**src/rtl/md5_pkg.sv**
```systemverilog
// Shared constants and packer state encoding for the md5 feeder path.
package md5_pkg;
   localparam int MD5_BLOCK_BITS  = 512;
   localparam int MD5_BLOCK_BYTES = 64;

   typedef enum logic [2:0] {
      ST_IDLE,
      ST_FILL,
      ST_OFFER,
      ST_WAIT_ACK,
      ST_DONE
   } packer_state_e;

   // Byte MSB lands on the lowest bit of its slot.
   function automatic logic [7:0] bit_rev8(input logic [7:0] b);
      logic [7:0] r;
      for (int i = 0; i < 8; i++) r[7-i] = b[i];
      return r;
   endfunction
endpackage

```
**src/rtl/md5_byte_lane_writer.sv**
```systemverilog
// Combinational slot write: places byte_in at slot idx of the 512-bit part buffer.
module md5_byte_lane_writer
   import md5_pkg::*;
(
   input  logic [MD5_BLOCK_BITS-1:0] buf_in,
   input  logic [5:0]                idx,
   input  logic [7:0]                byte_in,
   input  logic                      wr_en,
   output logic [MD5_BLOCK_BITS-1:0] buf_out
);
   for (genvar k = 0; k < MD5_BLOCK_BYTES; k++) begin : g_slot
      assign buf_out[8*k +: 8] = (wr_en && idx == 6'(k)) ? bit_rev8(byte_in)
                                                         : buf_in[8*k +: 8];
   end
endmodule

```
**src/rtl/md5_msg_packer.sv**
```systemverilog
// Packs a byte stream into 512-bit parts and offers them to md5 with its
// part_in_ready / ready_for_next_part handshake. No padding is done here.
module md5_msg_packer
   import md5_pkg::*;
#(
   parameter int LEN_W = 64
) (
   input  logic                      clk,
   input  logic                      reset_n,
   input  logic                      start,
   input  logic [LEN_W-4:0]          msg_len_bytes,
   input  logic [7:0]                byte_in,
   input  logic                      byte_valid,
   output logic                      byte_ready,
   output logic [MD5_BLOCK_BITS-1:0] part_in,
   output logic                      part_in_ready,
   input  logic                      ready_for_next_part,
   output logic [LEN_W-1:0]          total_data_length,
   output logic                      busy,
   output logic                      msg_done
);
   packer_state_e             state;
   logic [LEN_W-4:0]          remaining;
   logic [5:0]                idx;
   logic [MD5_BLOCK_BITS-1:0] buf_next;
   logic                      accept;

   // byte_ready is only ever high in FILL, so accept implies FILL.
   assign accept = byte_valid & byte_ready;

   md5_byte_lane_writer u_writer (
      .buf_in  (part_in),
      .idx     (idx),
      .byte_in (byte_in),
      .wr_en   (accept),
      .buf_out (buf_next)
   );

   always_ff @(posedge clk or negedge reset_n) begin
      if (!reset_n) begin
         state             <= ST_IDLE;
         remaining         <= '0;
         idx               <= '0;
         part_in           <= '0;
         part_in_ready     <= 1'b0;
         byte_ready        <= 1'b0;
         total_data_length <= '0;
         busy              <= 1'b0;
         msg_done          <= 1'b0;
      end else begin
         case (state)
            ST_IDLE, ST_DONE: begin
               if (start) begin
                  total_data_length <= {msg_len_bytes, 3'b000};
                  remaining         <= msg_len_bytes;
                  part_in           <= '0;
                  idx               <= '0;
                  busy              <= 1'b1;
                  msg_done          <= 1'b0;
                  // An empty message still produces one all-zero part.
                  if (msg_len_bytes == '0) begin
                     state      <= ST_OFFER;
                     byte_ready <= 1'b0;
                  end else begin
                     state      <= ST_FILL;
                     byte_ready <= 1'b1;
                  end
               end
            end
            ST_FILL: begin
               if (accept) begin
                  part_in   <= buf_next;
                  idx       <= idx + 6'd1;
                  remaining <= remaining - (LEN_W-3)'(1);
                  if (idx == 6'd63 || remaining == (LEN_W-3)'(1)) begin
                     state      <= ST_OFFER;
                     byte_ready <= 1'b0;
                  end
               end
            end
            ST_OFFER: begin
               if (ready_for_next_part) begin
                  part_in_ready <= 1'b1;
                  state         <= ST_WAIT_ACK;
               end
            end
            ST_WAIT_ACK: begin
               part_in_ready <= 1'b0;
               // md5 signals it has taken the part by dropping ready.
               if (!ready_for_next_part) begin
                  if (remaining != '0) begin
                     part_in    <= '0;
                     idx        <= '0;
                     state      <= ST_FILL;
                     byte_ready <= 1'b1;
                  end else begin
                     state    <= ST_DONE;
                     busy     <= 1'b0;
                     msg_done <= 1'b1;
                  end
               end
            end
            default: state <= ST_IDLE;
         endcase
      end
   end
endmodule

```
**config.mk**
```make
export PLATFORM = sky130hd
export DESIGN_NAME = md5_msg_packer
export DESIGN_NICKNAME = d
export VERILOG_FILES = /design/src/rtl/md5_pkg.sv /design/src/rtl/md5_byte_lane_writer.sv /design/src/rtl/md5_msg_packer.sv
export SDC_FILE = /design/constraint.sdc
export NUM_CORES = 1
export LEC_CHECK = 0
export BUFFER_PORTS_ARGS = -buffer_cell sky130_fd_sc_hd__buf_2
export CAP_MARGIN = 20
export CORE_MARGIN = 1
export CORE_UTILIZATION = 30
export DETAILED_ROUTE_END_ITERATION = 16
export HOLD_SLACK_MARGIN = 0.08
export PLACE_DENSITY_LB_ADDON = 0.3
export REMOVE_ABC_BUFFERS = 1
export SYNTH_ARGS = -nofsm -noshare
export SYNTH_HDL_FRONTEND = slang
export SYNTH_SLANG_ARGS = --single-unit
export TNS_END_PERCENT = 5
```
**constraint.sdc**
```tcl
create_clock -name clk -period 8.13 [get_ports clk]
set_input_delay 0.4065 -clock clk [delete_from_list [all_inputs] [get_ports clk]]
set_output_delay 0.4065 -clock clk [all_outputs]
set_load 0.01 [all_outputs]
```
==> impl_metrics.ini <==
[run_status]
status = completed

[global_routing]
grt_overflow = 0
grt_pass1_vias = 20934
grt_use_total = 0.215
antenna_found_initial = 1
grt_max_degree = 170
grt_pass1_wl_um = 142000

[timing]
min_period_over_period = 0.501
worst_pin_slew_ns = 1.10
setup_ws_ns = 4.05
slew_headroom = 0.265
hold_viol = 0
whs_ns = 0.136
rsz0062_at_grt = false
skew_ns = 0.0465
setup_tns_ns = 0
slew_violations = 0
setup_violations = 0
max_freq_mhz = 245
period_needed_ns = 4.08

[placement]
dp_slack_ns = 4.08
numPortBuffers = 650
dp_hpwl_um = 66000
place_congestion = 0.814

[floorplanning]
die_h_um = 296
initial_core_util = 0.304
core_um2 = 85500
dieWidth_um = 296
floorplan.die_area_um2 = 87900
ios = 654
rows = 107

[synthesis]
synth_edf_count = 0
post-synth-top-area-fraction = 0.622
ys.flop_type = dfrtp_1
avgSynthCellArea_um2 = 11.9
synth_seq_cells = 647
synthArstFlopShare = 1.00
ys_warn_count = 0
synth_cells = 2180
synth_cell_types = 62
synth.top_cells.by_area = dfrtp_1, a22o_1, nand2_1
ys_seq_area_frac = 0.622
post-synth-top-area-cell = dfrtp_1
netlist_area_um2 = 26000

[clock_network]
htreeDepth = 3
cts.clk_slew.worst_paths_ns = 0.06
clockRootBuffer = clkbuf_16
hold_buffers = 65
cts_setup_buffers = 0
cts_buffers = 74
ctsResizeCount = 0
clock_latency_ns = 0.63
cts_tree = done
clk_path_buf_depth = 3
cts_sinks = 647

[finish]
area_delta_synth_final_pct = 28.7
nets = 2942
layout_commonest_cell = buf_2
final_cell_mix = buf_2, dfrtp_1, a22o_1
fillers = 8335
drive_above_1_share = 0.287

[pwr]
p_switching_mw = 2.32
p_leak_nw = 17.1
internal-power_mw = 5.80
p_total_mw = 8.12
seqPwrFrac = 0.453
clkPwrFrac = 0.415
swShare = 0.285
ir_worst_vdd_mv = 0.189
pwr-share-comb = 0.133
p_per_area_nw_per_um2 = 242

[routing]
drt_wl_total_um = 97800
postRouteAntennaNets = 0
drtIter0Drc = 1695
vias = 21806
routed_via_density = 5.37
dr.pass1.iters = 5
wire_per_inst_um = 24.1
drc = 0

[setup_path]
path_class = reg -> reg
end_kind = flop
critPathRequiredTime_ns = 8.60
cp_max_fo = 64
start_kind = flop
r2r_slack_ns = 4.05
cp.arrival_ns = 4.55

[hold_path]
hold_path_class = in -> reg

[flow_run]
timing.max_cap.violations = 0
==> power by group through the flow <==
stage	Clock [mW]	Sequential [mW]	Combinational, mW
floorplan	0	3.77	0.432
global route	3.57	3.70	1.18
CTS	3.44	3.67	1.08
finish	3.37	3.67	1.08
detailed placement	0	3.72	1.06
global placement	0	3.72	1.05
==> metrics by stage <==
stage / instances / cell area (um^2) / utilization
floorplan: 2038 / 25400 / -
global placement: 3863 / 30400 / 0.355
detailed placement: 3863 / 30400 / 0.355
CTS: 4056 / 33500 / 0.391
global route: 4058 / 33500 / 0.391
finish: 4059 / 33500 / 0.391
==> path summary, 6_finish.rpt <==
kind	startpoint	to	cells past startpoint
setup / recovery	remaining[32]	part_in[408]	7
hold reg to reg	total_data_length[21]	total_data_length[21]	2
hold / removal	byte_in[3]	part_in[60]	2
min in group asynchronous	reset_n	total_data_length[34]	2
max in group asynchronous	reset_n	part_in[404]	4
setup reg to reg	remaining[32]	part_in[408]	7
==> state kept, by name (all words and copies together) (netlist names) <==
signal and cells:
part_in 512, remaining 61, total_data_length 61, idx 6, state 3, busy 1
byte_ready 1, msg_done 1, part_in_ready 1
==> area by class of cell <==
type / instances / area, um^2 / area share
timing repair buffer: 747 / 4190 / 0.125
multi-input combinational: 1379 / 9180 / 0.274
clock inverter: 25 / 335 / 0.0100
inverter: 12 / 45.0 / 0.00135
antenna: 2 / 5.00 / 0.000149
sequential: 647 / 16200 / 0.483
tap: 1144 / 1430 / 0.0427
clock buffer: 103 / 2110 / 0.0630
==> cells in the mapped netlist (all sizes together), types with 4 or more instances <==
cell type	number
a21o	7
a21oi	55
a22o	471
a22oi	5
a2bb2oi	9
a31oi	12
and2	11
and3	17
buf	47
clkbuf	97
dfrtp	647
ha	7
inv	12
mux2	10
nand2	254
nand2b	6
nand3	51
nand3b	6
nand4	16
nor2	124
nor2b	4
nor3	35
nor4	28
o211ai	59
o21ai	49
o22a	10
o22ai	8
o2bb2ai	36
o31a	5
o32ai	5
o41ai	4
or2	6
or3	18
or4	17
==> cell families (layout without fill, tap and decap cells) <==
kind of cell,count (synthesis),in the layout,share of synthesized area
compound gates,756,756,0.234
fa+ha+maj,7,7,0.00337
buf+inv,156,887,0.0271
flops,647,647,0.622
mux,10,10,0.00433
other cells,1,5,0.000144
simple gates,603,603,0.108
==> metal layers <==
layer / part of all wire / vias to the layer above / track usage
li1: - / 9655 / -
met1: 0.44 / 11155 / 0.294
met2: 0.45 / 844 / 0.331
met3: 0.070 / 152 / 0.0471
met4: 0.037 / 0 / 0.0812
met5: 0 / - / 0
==> critical path: stages (launching register included) <==
cell      delay, ns
dfrtp_1        0.42
or4_1          0.65
or3_1          0.48
and4bb_1       0.41
nand3_4        0.30
buf_4          0.47
and3_2         0.73
a22o_1         0.36
No activity file was read; power rests on OpenSTA's default activity.
